$ cat src/rtl/sevseg_pkg.sv
// Shared definitions for the seven-segment scan controller.
// Holds the glyph table, active-low "off" values and the output polarity helper.
package sevseg_pkg;

   localparam int MAX_DIGITS = 16;

   // Everything below is in active-low form; polarity is applied once at the outputs.
   localparam logic [6:0]            SEG_OFF = 7'b111_1111;
   localparam logic [MAX_DIGITS-1:0] DIG_OFF = {MAX_DIGITS{1'b1}};
   localparam logic                  DP_OFF  = 1'b1;

   // Segment order {a,b,c,d,e,f,g}, MSB = a.
   localparam logic [6:0] GLYPH_TABLE [16] = '{
      7'b0000001,   // 0
      7'b1001111,   // 1
      7'b0010010,   // 2
      7'b0000110,   // 3
      7'b1001100,   // 4
      7'b0100100,   // 5
      7'b0100000,   // 6
      7'b0001111,   // 7
      7'b0000000,   // 8
      7'b0000100,   // 9
      7'b0001000,   // A
      7'b1100000,   // b
      7'b0110001,   // C
      7'b1000010,   // d
      7'b0110000,   // E
      7'b0111000    // F
   };

   // XOR mask turning an active-low value into the pin polarity.
   function automatic logic [MAX_DIGITS-1:0] polarity_mask(input logic active_low);
      return active_low ? {MAX_DIGITS{1'b0}} : {MAX_DIGITS{1'b1}};
   endfunction

endpackage

$ cat src/rtl/sevseg_decode.sv
// Hex nibble to seven-segment glyph, active-low form.
module sevseg_decode
   import sevseg_pkg::*;
(
   input  logic [3:0] nibble,
   output logic [6:0] glyph_n
);

   assign glyph_n = GLYPH_TABLE[nibble];

endmodule

$ cat src/rtl/sevseg_scan_ctrl.sv
// Multiplexed seven-segment scanner with per-frame input snapshot,
// blanking, leading-zero suppression and PWM brightness.
module sevseg_scan_ctrl
   import sevseg_pkg::*;
#(
   parameter int NUM_DIGITS = 8,
   parameter int DIM_BITS   = 3,
   parameter int ACTIVE_LOW = 1
)(
   input  logic                    clk_7seg,
   input  logic                    Rst,
   input  logic [4*NUM_DIGITS-1:0] value,
   input  logic [NUM_DIGITS-1:0]   dp_in,
   input  logic [NUM_DIGITS-1:0]   blank_mask,
   input  logic                    lz_suppress,
   input  logic [DIM_BITS-1:0]     brightness,
   output logic [NUM_DIGITS-1:0]   an,
   output logic [6:0]              seg,
   output logic                    dp,
   output logic                    frame_done
);

   localparam int                    IDX_W    = (NUM_DIGITS > 1) ? $clog2(NUM_DIGITS) : 1;
   localparam logic [DIM_BITS-1:0]   SUB_MAX  = {DIM_BITS{1'b1}};
   localparam logic [IDX_W-1:0]      IDX_LAST = IDX_W'(NUM_DIGITS - 1);
   localparam logic [MAX_DIGITS-1:0] POL_MASK = polarity_mask(ACTIVE_LOW != 0);

   logic [DIM_BITS-1:0]     sub_cnt_q, sub_cnt_d;
   logic [IDX_W-1:0]        dig_idx_q, dig_idx_d;
   logic                    frame_done_q, frame_done_d;

   logic [4*NUM_DIGITS-1:0] snap_value_q, snap_value_d;
   logic [NUM_DIGITS-1:0]   snap_dp_q, snap_dp_d;
   logic [NUM_DIGITS-1:0]   snap_blank_q, snap_blank_d;
   logic                    snap_lz_q, snap_lz_d;

   logic [NUM_DIGITS-1:0]   an_q, an_d;
   logic [6:0]              seg_q, seg_d;
   logic                    dp_q, dp_d;

   logic [NUM_DIGITS-1:0]   nib_zero;
   logic [NUM_DIGITS-1:0]   digit_dark;
   logic [3:0]              cur_nibble;
   logic [6:0]              cur_glyph_n;
   logic                    digit_lit;
   logic [NUM_DIGITS-1:0]   an_n;
   logic [6:0]              seg_n;
   logic                    dp_n;

   // ---------------------------------------------------------------- scan counters
   always_comb begin
      sub_cnt_d = sub_cnt_q + 1'b1;
      dig_idx_d = dig_idx_q;
      if (sub_cnt_q == SUB_MAX) begin
         dig_idx_d = (dig_idx_q == IDX_LAST) ? '0 : dig_idx_q + 1'b1;
      end
      if (Rst) begin
         sub_cnt_d = '0;
         dig_idx_d = '0;
      end
      // Registered look-ahead: high exactly while the counters sit on the last slot.
      frame_done_d = !Rst && (dig_idx_d == IDX_LAST) && (sub_cnt_d == SUB_MAX);
   end

   // ---------------------------------------------------------------- frame snapshot
   always_comb begin
      snap_value_d = snap_value_q;
      snap_dp_d    = snap_dp_q;
      snap_blank_d = snap_blank_q;
      snap_lz_d    = snap_lz_q;
      if (frame_done_q) begin
         snap_value_d = value;
         snap_dp_d    = dp_in;
         snap_blank_d = blank_mask;
         snap_lz_d    = lz_suppress;
      end
      // Blank-all snapshot keeps the first frame after reset dark.
      if (Rst) begin
         snap_value_d = '0;
         snap_dp_d    = '0;
         snap_blank_d = '1;
         snap_lz_d    = 1'b0;
      end
   end

   // ---------------------------------------------------------------- per-digit darkness
   genvar gi;
   generate
      for (gi = 0; gi < NUM_DIGITS; gi++) begin : g_nib
         assign nib_zero[gi] = (snap_value_q[4*gi +: 4] == 4'h0);
      end
   endgenerate

   // Walk from the most significant digit down, tracking "all zero from here up".
   always_comb begin
      logic tail_zero;
      tail_zero  = 1'b1;
      digit_dark = '0;
      for (int i = NUM_DIGITS - 1; i >= 0; i--) begin
         tail_zero     = tail_zero & nib_zero[i];
         digit_dark[i] = snap_blank_q[i] | (snap_lz_q & tail_zero & (i != 0));
      end
   end

   // ---------------------------------------------------------------- display drive
   assign cur_nibble = snap_value_q[{dig_idx_q, 2'b00} +: 4];

   sevseg_decode u_decode (
      .nibble  (cur_nibble),
      .glyph_n (cur_glyph_n)
   );

   assign digit_lit = !digit_dark[dig_idx_q] && (sub_cnt_q <= brightness);

   always_comb begin
      an_n  = DIG_OFF[NUM_DIGITS-1:0];
      seg_n = SEG_OFF;
      dp_n  = DP_OFF;
      if (digit_lit && !Rst) begin
         an_n[dig_idx_q] = 1'b0;
         seg_n           = cur_glyph_n;
         dp_n            = ~snap_dp_q[dig_idx_q];
      end
      an_d  = an_n ^ POL_MASK[NUM_DIGITS-1:0];
      seg_d = seg_n ^ POL_MASK[6:0];
      dp_d  = dp_n ^ POL_MASK[0];
   end

   // ---------------------------------------------------------------- state registers
   always_ff @(posedge clk_7seg) begin
      sub_cnt_q    <= sub_cnt_d;
      dig_idx_q    <= dig_idx_d;
      frame_done_q <= frame_done_d;
      snap_value_q <= snap_value_d;
      snap_dp_q    <= snap_dp_d;
      snap_blank_q <= snap_blank_d;
      snap_lz_q    <= snap_lz_d;
      an_q         <= an_d;
      seg_q        <= seg_d;
      dp_q         <= dp_d;
   end

   assign an         = an_q;
   assign seg        = seg_q;
   assign dp         = dp_q;
   assign frame_done = frame_done_q;

endmodule

$ cat config.mk
export PLATFORM = sky130hd
export DESIGN_NAME = sevseg_scan_ctrl
export DESIGN_NICKNAME = d
export VERILOG_FILES = /design/src/rtl/sevseg_pkg.sv /design/src/rtl/sevseg_decode.sv /design/src/rtl/sevseg_scan_ctrl.sv
export SDC_FILE = /design/constraint.sdc
export NUM_CORES = 1
export LEC_CHECK = 0
export ABC_AREA = 1
export CAP_MARGIN = 25
export CORE_ASPECT_RATIO = 1.25
export CORE_MARGIN = 5
export CORE_UTILIZATION = 55
export CTS_CLUSTER_DIAMETER = 50
export CTS_CLUSTER_SIZE = 25
export DETAILED_ROUTE_END_ITERATION = 10
export GPL_TIMING_DRIVEN = 0
export PLACE_DENSITY_LB_ADDON = 0.1
export SLEW_MARGIN = 20
export SYNTH_ARGS = -nofsm -noshare
export SYNTH_HDL_FRONTEND = slang
export SYNTH_SLANG_ARGS = --single-unit
$ cat constraint.sdc
create_clock -name clk_7seg -period 2.9 [get_ports clk_7seg]
set_input_delay 0.58 -clock clk_7seg [delete_from_list [all_inputs] [get_ports clk_7seg]]
set_output_delay 0.58 -clock clk_7seg [all_outputs]
set_load 0.02 [all_outputs]
==> results.yml, run 1 <==
clocking:
  ctsHtreeMaxLevel: 3
  clk_latency_ns: 0.35
  cts_tree: "built"
  cts_buffers: 9
  cts.sinks: 72
  clkTransAtPathRegs_ns: 0.07
  hold_buffers: 0
  cts_setup_buffers: 0
  cts-resized-gates: 0
  cts-root-buf: "clkbuf_8"
  cts-root-to-sink-buffers: 2
drt:
  num_vias: 3368
  drt_iter0_markers: 215
  vias_per_cell: 5.04
  finalWirelength_um: 8620
  drc_errors: 0
  wl_per_cell_um: 12.9
  final_antenna_net_count: 0
  drt_first_pass_iters: 6
die:
  die_y_um: 98.5
  dieArea_sq_um: 7960
  design.core.area_sq_um: 6130
  rows: 32
  die_w_um: 80.8
  start_util_pct: 56.3
  io_pins: 71
timing:
  drv_slew: 0
  max_slew_margin_pct: 68.0
  whs_ns: 0.466
  setup_viol: 0
  fin_crit_sh_pct: 75.2
  finalClockSkew_ns: 0.0102
  hold_viol_final: 0
  fmax_mhz: 459
  setup-tns-final_ns: 0
  worst_pin_slew_ns: 0.480
  layout_min_cycle_time_ns: 2.18
  rsz0062_at_grt: "no"
logic_synthesis:
  synthTopCellsByArea: "dfxtp_1 (42%), nand2_1 (12%), nor2_1 (9.4%), o21ai_0 (7.4%), nand3_1 (6.5%)"
  synth.top_cell.area_share_pct: 41.8
  synth_seq_cells: 72
  synth_common_cells: "nand2_1 (114), nor2_1 (86), dfxtp_1 (72)"
  async_flop_share_pct: 0
  ys_warn_count: 0
  synth_ff_type: "dfxtp_1"
  seq_area_frac_synth_pct: 41.8
  synth_cell_types: 28
  netlist_area_sq_um: 3450
  yosysMostFrequentCell: "nand2_1"
  postSynthAreaPerCell_sq_um: 6.94
  synth_fp_nets: 564
  synth-edff-count: 0
  yosysTopAreaCell: "dfxtp_1"
  synth_cells: 497
worst_setup_path:
  required_ns: 3.13
  critPathMaxFanout: 10
  worst-endpoint-arrival_ns: 2.41
  startpoint_type: "primary input"
  crit_path_end_kind: "register"
  worstSetupPathType: "primary input to register"
placed_design:
  routabilityCongestion: 0.915
  hpwl_um: 6700
  numPortBuffers: 70
global_route:
  grt_pass1_wl_um: 14000
  grt_start_max_net_pins: 14
  overflow: 0
  grtUsageTotal_pct: 22.5
  grt_pass1_vias: 3127
  antenna_found_initial: 0
job:
  cap_violations: 0
cells_and_area:
  final_nets: 645
  filler_cell_count: 555
  final_core_util_pct: 72.4
  diodes: 0
  drive_above_1_share_pct: 6.86
  syn_to_final_growth_pct: 28.7
pwr:
  power_density_nw_per_um2: 417
  p_leak_nw: 1.97
  peakVddDrop_uv: 250
outcome:
  outcome: "complete, no violations"
min_path:
  worstHoldPathType: "register to register"
[placed cells by master (no fill, tap or decap), types with 5 or more instances in the layout]
cell | Yosys | layout
clkbuf_8 | 0 | 10
nand3_1 | 45 | 45
nor2_1 | 86 | 86
nand2_1 | 114 | 114
o21ai_1 | 6 | 6
a21oi_1 | 21 | 21
buf_6 | 8 | 8
clkbuf_1 | 14 | 14
dfxtp_1 | 72 | 72
o21ai_0 | 51 | 51
ha_1 | 13 | 13
nand2_2 | 5 | 5
inv_1 | 39 | 39
clkdlybuf4s50_1 | 0 | 70
[path summary, 6_finish.rpt]
| path | slack (ns) | end | start | cells after the start |
|---|---|---|---|---|
| max | 0.72 | an[6] | brightness[2] | 12 |
| min | 0.47 | snap_blank_q[4] | snap_blank_q[4] | 2 |
| max reg2reg | 0.86 | seg[3] | dig_idx_q[0] | 16 |
| min reg2reg | 0.47 | snap_blank_q[4] | snap_blank_q[4] | 2 |
[cells by family after synthesis]
| logic type | Yosys count | share of synthesized area [%] |
|---|---|---|
| simple gates | 258 | 30.8 |
| compound gates | 85 | 13.1 |
| flops | 72 | 41.8 |
| buf+inv | 69 | 9.54 |
| fa+ha+maj | 13 | 4.72 |
[flip-flops by register name, indices dropped and copies added, names as in the netlist]
register	count
snap_blank_q	8
seg	7
snap_value_q	32
an	8
snap_dp_q	8
snap_lz_q	1
sub_cnt_q	3
dp	1
dig_idx_q	3
frame_done	1
[layout make-up]
class | count | area [sq um] | area share (%)
Inverter | 43 | 166 | 3.75
Clock buffer | 10 | 138 | 3.10
Tap cell | 85 | 106 | 2.40
Buffer | 26 | 163 | 3.67
Clock inverter | 6 | 43.8 | 0.987
Sequential cell | 72 | 1440 | 32.5
Multi-Input combinational cell | 356 | 1680 | 37.8
Timing Repair Buffer | 70 | 701 | 15.8
[stage by stage]
stage	cell area (sq um)	std cells	power, mW	setup WS [ns]
floorplan	3450	497	1.07	1.03
global placement	4260	652	1.15	0.407
detailed placement	4260	652	1.16	0.342
CTS	4440	668	1.86	0.705
global route	4440	668	1.92	0.570
finish	4440	668	1.85	0.720
[critical path, stage by stage]
cell and delay [ns]:
clkdlybuf4s50_1 0.45, inv_1 0.04, ha_1 0.32, a21oi_1 0.13, o21ai_0 0.09, a21oi_1 0.14, nand2_1 0.07, clkinv_1 0.04
nand2_1 0.07, a21oi_4 0.24, buf_6 0.18, nand3_1 0.07
[report_power, final]
| group | switching (mW) | internal (mW) | leakage (nW) |
|---|---|---|---|
| clock network | 0.383 | 0.334 | 0.0809 |
| registers | 0.00280 | 0.992 | 0.581 |
| logic | 0.0530 | 0.0852 | 1.31 |
| total | 0.439 | 1.41 | 1.97 |
[per-layer routing]
metal | global-route usage (%) | share of wire, %
met2 | 38.3 | 49
met5 | 0 | 0
met3 | 4.39 | 6.4
met1 | 27.0 | 42
met4 | 9.75 | 2.1
Power figures use the tool's default switching activity.
==> inputs of run 2 (changes only) <==
- CORE_UTILIZATION: 55 -> 46
- clock period: 2.9 -> 1.92 ns (I/O delays scaled with it)
==> run 2 against run 1 <==
Against the previous run: setup slack worse by 0.67 ns; first-iteration DRC count is 6.5% lower; clock power rose by 72%; combinational power is 75% higher; cell area up 6.0%; sequential power is 51% higher; final cell count up 2.4%; count of clock-buffer cells in the layout did not move; critical path depth up 2; die area increased by 17%; via count grew 0.30%; critical path type is now register to register; critical endpoint is now seg[3]; largest cell class unchanged.
==> results.yml, run 2 (synthesis results as in run 1) <==
outcome:
  outcome: "complete, no violations"
placed_design:
  dpl_cell_area_sq_um: 4260
  numPortBuffers: 70
  placed_cells: 659
  hpwl_um: 6750
  routabilityCongestion: 0.885
  detailedPlace.worstSlack_ns: -0.443
die:
  die_w_um: 87.4
  io_pins: 71
  rows: 35
  start_util_pct: 46.9
  dieArea_sq_um: 9340
  die_y_um: 107
  design.core.area_sq_um: 7360
global_route:
  grt_start_max_net_pins: 14
  antenna_found_initial: 0
  grtUsageTotal_pct: 19.4
  grt_pass1_wl_um: 14400
  overflow: 0
  grt_pass1_vias: 3255
drt:
  wl_per_cell_um: 13.0
  finalWirelength_um: 8920
  num_vias: 3378
  drc_errors: 0
  drt_iter0_markers: 201
  final_antenna_net_count: 0
  drt_first_pass_iters: 7
  vias_per_cell: 4.94
cells_and_area:
  drive_above_1_share_pct: 12.3
  fin_area_sq_um: 4700
  syn_to_final_growth_pct: 36.4
  layout_common_cells: "nand2_1 (110), nor2_1 (86), dfxtp_1 (70), clkdlybuf4s50_1 (69), o21ai_0 (46)"
  final_common_cell: "nand2_1"
  largest_register: "snap_value_q"
  final_nets: 654
  fin_cells: 684
  diodes: 0
  largest_reg_flops: 32
clocking:
  cts_tree: "built"
  ctsHtreeMaxLevel: 3
  cts-root-buf: "clkbuf_8"
  clkTransAtPathRegs_ns: 0.08
  cts.sinks: 72
  hold_buffers: 0
  clk_latency_ns: 0.35
  cts-root-to-sink-buffers: 2
  cts_buffers: 9
worst_setup_path:
  crit_top_cell: "nand2_1"
  r2r_slack_ns: 0.05
  critPathMaxFanout: 10
  crit_family: "simple AND/OR/NAND/NOR gates"
  crit_path_end_kind: "register"
  crit_chain: "buf_8 -> buf_6 -> o21ai_0 -> nand2_1 -> nand2_1 -> nand2_1 -> nand2_2 -> inv_2 -> ha_4 -> nand2_4 -> nand3_2 -> nand2_1 -> inv_1 -> nand3_1"
  startpoint_type: "register"
  slowest_stage: "dfxtp_2"
  path_buf_inv: 4
  worstSetupPathType: "register to register"
  worst-endpoint-arrival_ns: 2.10
  slowest_delay_ns: 0.34
  required_ns: 2.15
timing:
  max_slew_margin_pct: 68.2
  fin_crit_sh_pct: 97.4
  rsz0062_at_grt: "yes"
  hold_viol_final: 0
  worst_pin_slew_ns: 0.477
  setup_viol: 0
  drv_slew: 0
  timing.final.ws_setup_ns: 0.0497
  layout_min_cycle_time_ns: 1.87
  fmax_mhz: 535
  finalClockSkew_ns: 0.0163
pwr:
  p_int_mw: 2.29
  combinationalPowerShare_pct: 8.1
  switchingPower_uw: 687
  power_density_nw_per_um2: 633
  switching_share_pct: 23.1
  clock_power_share_pct: 41.4
  seq_power_share_pct: 50.5
  peakVddDrop_uv: 393
  p_leak_nw: 2.09
min_path:
  worstHoldPathType: "register to register"
job:
  cap_violations: 0
run 2: cell types whose count changed in the layout (fill, tap and decap cells not counted), moves of 4 or more:
| cell | delta |
|---|---|
| nand2_1 | -4 |
| buf_4 | +6 |
| ha_1 | -5 |
| ha_4 | +5 |
| o21ai_0 | -5 |
| nand3_2 | +6 |
| inv_1 | -4 |
| nand3_1 | -6 |
run 2: power by group through the flow:
stage	registers [mW]	clock network (mW)	logic (mW)
floorplan	1.54	0	0.0759
global placement	1.54	0	0.206
detailed placement	1.54	0	0.208
CTS	1.50	1.25	0.235
global route	1.51	1.32	0.263
finish	1.50	1.23	0.241
run 2: worst reg2reg max path: cells and delay by family, from the launching register on:
kind / cells / cell delay (ns)
DFF: 1 / 0.34
and+or+nand+nor: 8 / 0.54
buffers and inverters: 4 / 0.42
AOI/OAI and AO/OA: 1 / 0.18
adders and majority gates: 1 / 0.29
run 2: metal layers:
layer | vias to the layer above | routed length [um] | GRT usage [%]
met4 | 0 | 120 | 6.69
met2 | 89 | 4470 | 33.7
li1 | 1768 | - | -
met3 | 11 | 481 | 4.15
met1 | 1510 | 3850 | 23.4
met5 | - | 0 | 0
run 2: repair_timing:
| item | in CTS | in global routing |
|---|---|---|
| setup endpoints to repair | 10 | 16 |
| pin swaps | 5 | 14 |
| cloned | 1 | 1 |
| setup buffers | 5 | 3 |
| resized for setup | 12 | 29 |
run 2: worst paths after layout:
kind / startpoint / to / depth (start not counted)
worst max-delay path: dig_idx_q[0] / seg[3] / 14
worst min-delay path: snap_blank_q[7] / snap_blank_q[7] / 2
worst max register to register: dig_idx_q[0] / seg[3] / 14
worst min register to register: snap_blank_q[7] / snap_blank_q[7] / 2
run 2: stage by stage:
| step | total power [mW] | utilization (%) | hold slack [ns] | setup TNS (ns) |
|---|---|---|---|---|
| after detailed placement | 1.75 | 58.0 | 0.445 | -6.26 |
| after global placement | 1.74 | 58.0 | 0.439 | -6.03 |
| after CTS | 2.99 | 61.9 | 0.464 | 0 |
| final | 2.98 | 63.9 | 0.458 | 0 |
| after global routing | 3.09 | 63.9 | 0.485 | -0.302 |
| after floorplan | 1.61 | - | 0.420 | 0 |
run 2: cell type report:
class                           instances  area (sq um)
Buffer                                 25           163
Clock buffer                           10           138
Clock inverter                          6          67.6
Fill cell                             690          2650
Inverter                               43           169
Multi-Input combinational cell        356          1800
Sequential cell                        72          1440
Tap cell                               92           115
Timing Repair Buffer                   80           807
==> inputs of run 3 (changes only) <==
- CORE_MARGIN: 5 -> 8
- PLACE_DENSITY: not set -> 0.76
- PLACE_DENSITY_LB_ADDON: 0.1 -> not set
==> run 3 against run 2 <==
Against the previous run: sequential share of layout area about the same; global-route usage down 1.8 points; flip-flop and latch count did not move; first-iteration DRC count decreased by 17%; final cell count grew 0.29%; count of clock-buffer cells in the layout increased by 3; core utilization up 0.28 points; largest cell class unchanged.
==> results.yml, run 3 (synthesis results as in run 1) <==
cells_and_area:
  largest_register: "snap_value_q"
  drive_above_1_share_pct: 12.0
  final_core_util_pct: 64.2
  layout_common_cells: "nand2_1 (109), nor2_1 (86), dfxtp_1 (70), clkdlybuf4s50_1 (69), o21ai_0 (46)"
  final_nets: 656
  filler_cell_count: 669
  final_common_cell: "nand2_1"
  diodes: 0
  largest_reg_flops: 32
  syn_to_final_growth_pct: 36.2
clocking:
  cts-root-buf: "clkbuf_8"
  clkTransAtPathRegs_ns: 0.08
  cts.sinks: 72
  cts_tree: "built"
  cts_buffers: 9
  clk_latency_ns: 0.35
  ctsHtreeMaxLevel: 3
  cts-root-to-sink-buffers: 2
  hold_buffers: 0
worst_setup_path:
  worst-endpoint-arrival_ns: 2.13
  crit_start: "dig_idx_q[0]"
  required_ns: 2.15
  path_buf_inv: 5
  crit_family: "simple AND/OR/NAND/NOR gates"
  crit_path_end_kind: "register"
  r2r_slack_ns: 0.02
  startpoint_type: "register"
  critPathMaxFanout: 8
  slowest_delay_ns: 0.34
  worstSetupPathType: "register to register"
  crit_top_cell: "nand2_1"
  r2r_end: "seg[3]"
  worstRegToRegCells: 15
  rr_startpoint: "dig_idx_q[0]"
  slowest_stage: "dfxtp_2"
  path_depth: 15
  crit_chain: "buf_8 -> buf_8 -> buf_8 -> o21ai_2 -> nand2_1 -> nand2_1 -> nand2_1 -> nand2_2 -> inv_4 -> ha_4 -> nand2_4 -> nand3_2 -> nand2_1 -> inv_1 -> nand3_1"
  crit_path_end: "seg[3]"
die:
  io_pins: 71
  die_y_um: 113
  start_util_pct: 47.2
  rows: 35
  dieArea_sq_um: 10500
  die_w_um: 93.4
  design.core.area_sq_um: 7310
timing:
  hold_viol_final: 0
  max_slew_margin_pct: 68.3
  fmax_mhz: 526
  rsz0062_at_grt: "yes"
  finalClockSkew_ns: 0.0112
  layout_min_cycle_time_ns: 1.90
  fin_crit_sh_pct: 98.9
  setup-tns-final_ns: 0
  drv_slew: 0
  worst_pin_slew_ns: 0.475
  setup_viol: 0
global_route:
  grtUsageTotal_pct: 17.6
  antenna_found_initial: 0
  use_met1_pct: 20.3
  overflow: 0
  grt_start_max_net_pins: 12
  grt_util_met2_pct: 29.5
  grt_pass1_vias: 3303
  top_usage_layer: "met2"
  grt_pass1_wl_um: 15000
  grtUsageMet3_pct: 3.51
drt:
  finalWirelength_um: 9590
  vias_per_cell: 4.99
  drt_iter0_markers: 167
  final_antenna_net_count: 0
  drt_first_pass_iters: 4
  drc_errors: 0
  num_vias: 3424
  wl_per_cell_um: 14.0
placed_design:
  hpwl_um: 7210
  routabilityCongestion: 0.913
  numPortBuffers: 70
pwr:
  p_leak_nw: 2.10
  peakVddDrop_uv: 506
  power_density_nw_per_um2: 610
min_path:
  worstHoldPathType: "register to register"
outcome:
  outcome: "complete, no violations"
job:
  cap_violations: 0
==> run 3: area by class of cell <==
type | instances | area [sq um] | share of cell area, %
well taps | 92 | 115 | 2.45
plain buffers | 25 | 166 | 3.54
flip-flops and latches | 72 | 1440 | 30.7
clock inverters | 3 | 15.0 | 0.320
clock buffers | 13 | 169 | 3.60
multi-input cells | 356 | 1800 | 38.3
repair buffers | 82 | 820 | 17.4
inverters | 43 | 171 | 3.65
==> run 3: repair_timing <==
item	4_1_cts	5_1_grt
gates resized for setup	0	42
gates cloned	0	3
setup endpoints to repair	10	16
setup buffers	3	6
pin swaps	1	16
==> run 3: where the power goes <==
group | total, mW | switching [mW] | internal, mW
sequential | 1.51 | 0.00630 | 1.50
combinational | 0.239 | 0.0902 | 0.149
clock | 1.12 | 0.549 | 0.569
total | 2.86 | 0.646 | 2.22
==> run 3: worst min-delay path by stage <==
| stage | startpoint | end | slack [ns] | depth (start not counted) |
|---|---|---|---|---|
| global placement | snap_blank_q[7] | snap_blank_q[7] | 0.44 | 2 |
| global route | snap_blank_q[3] | snap_blank_q[3] | 0.50 | 2 |
| floorplan | snap_blank_q[7] | snap_blank_q[7] | 0.42 | 2 |
| finish | snap_blank_q[7] | snap_blank_q[7] | 0.46 | 2 |
| detailed placement | snap_blank_q[7] | snap_blank_q[7] | 0.44 | 2 |
| CTS | snap_blank_q[7] | snap_blank_q[7] | 0.46 | 2 |
==> run 3: worst min-delay path: cells and delay by family, from the launching register on <==
family           cells  cell delay, ns
flip-flops           1            0.32
AND/OR/NAND/NOR      2            0.11
==> run 3: routing by layer <==
| layer | part of all wire (%) | vias up |
|---|---|---|
| met4 | 2.2 | 0 |
| met5 | 0 | - |
| li1 | - | 1772 |
| met2 | 50 | 92 |
| met1 | 42 | 1544 |
| met3 | 5.7 | 16 |
==> run 3: metrics by stage <==
step | setup slack (ns) | total power [mW] | cells | instance area (sq um) | hold WS (ns)
2_1_floorplan | 0.113 | 1.61 | 497 | 3450 | 0.420
3_3_place_gp | -0.407 | 1.74 | 659 | 4260 | 0.436
3_5_place_dp | -0.448 | 1.75 | 659 | 4260 | 0.444
4_1_cts | -0.0583 | 2.85 | 678 | 4470 | 0.462
5_1_grt | -0.0940 | 2.95 | 686 | 4700 | 0.496
6_report | 0.0206 | 2.86 | 686 | 4700 | 0.461
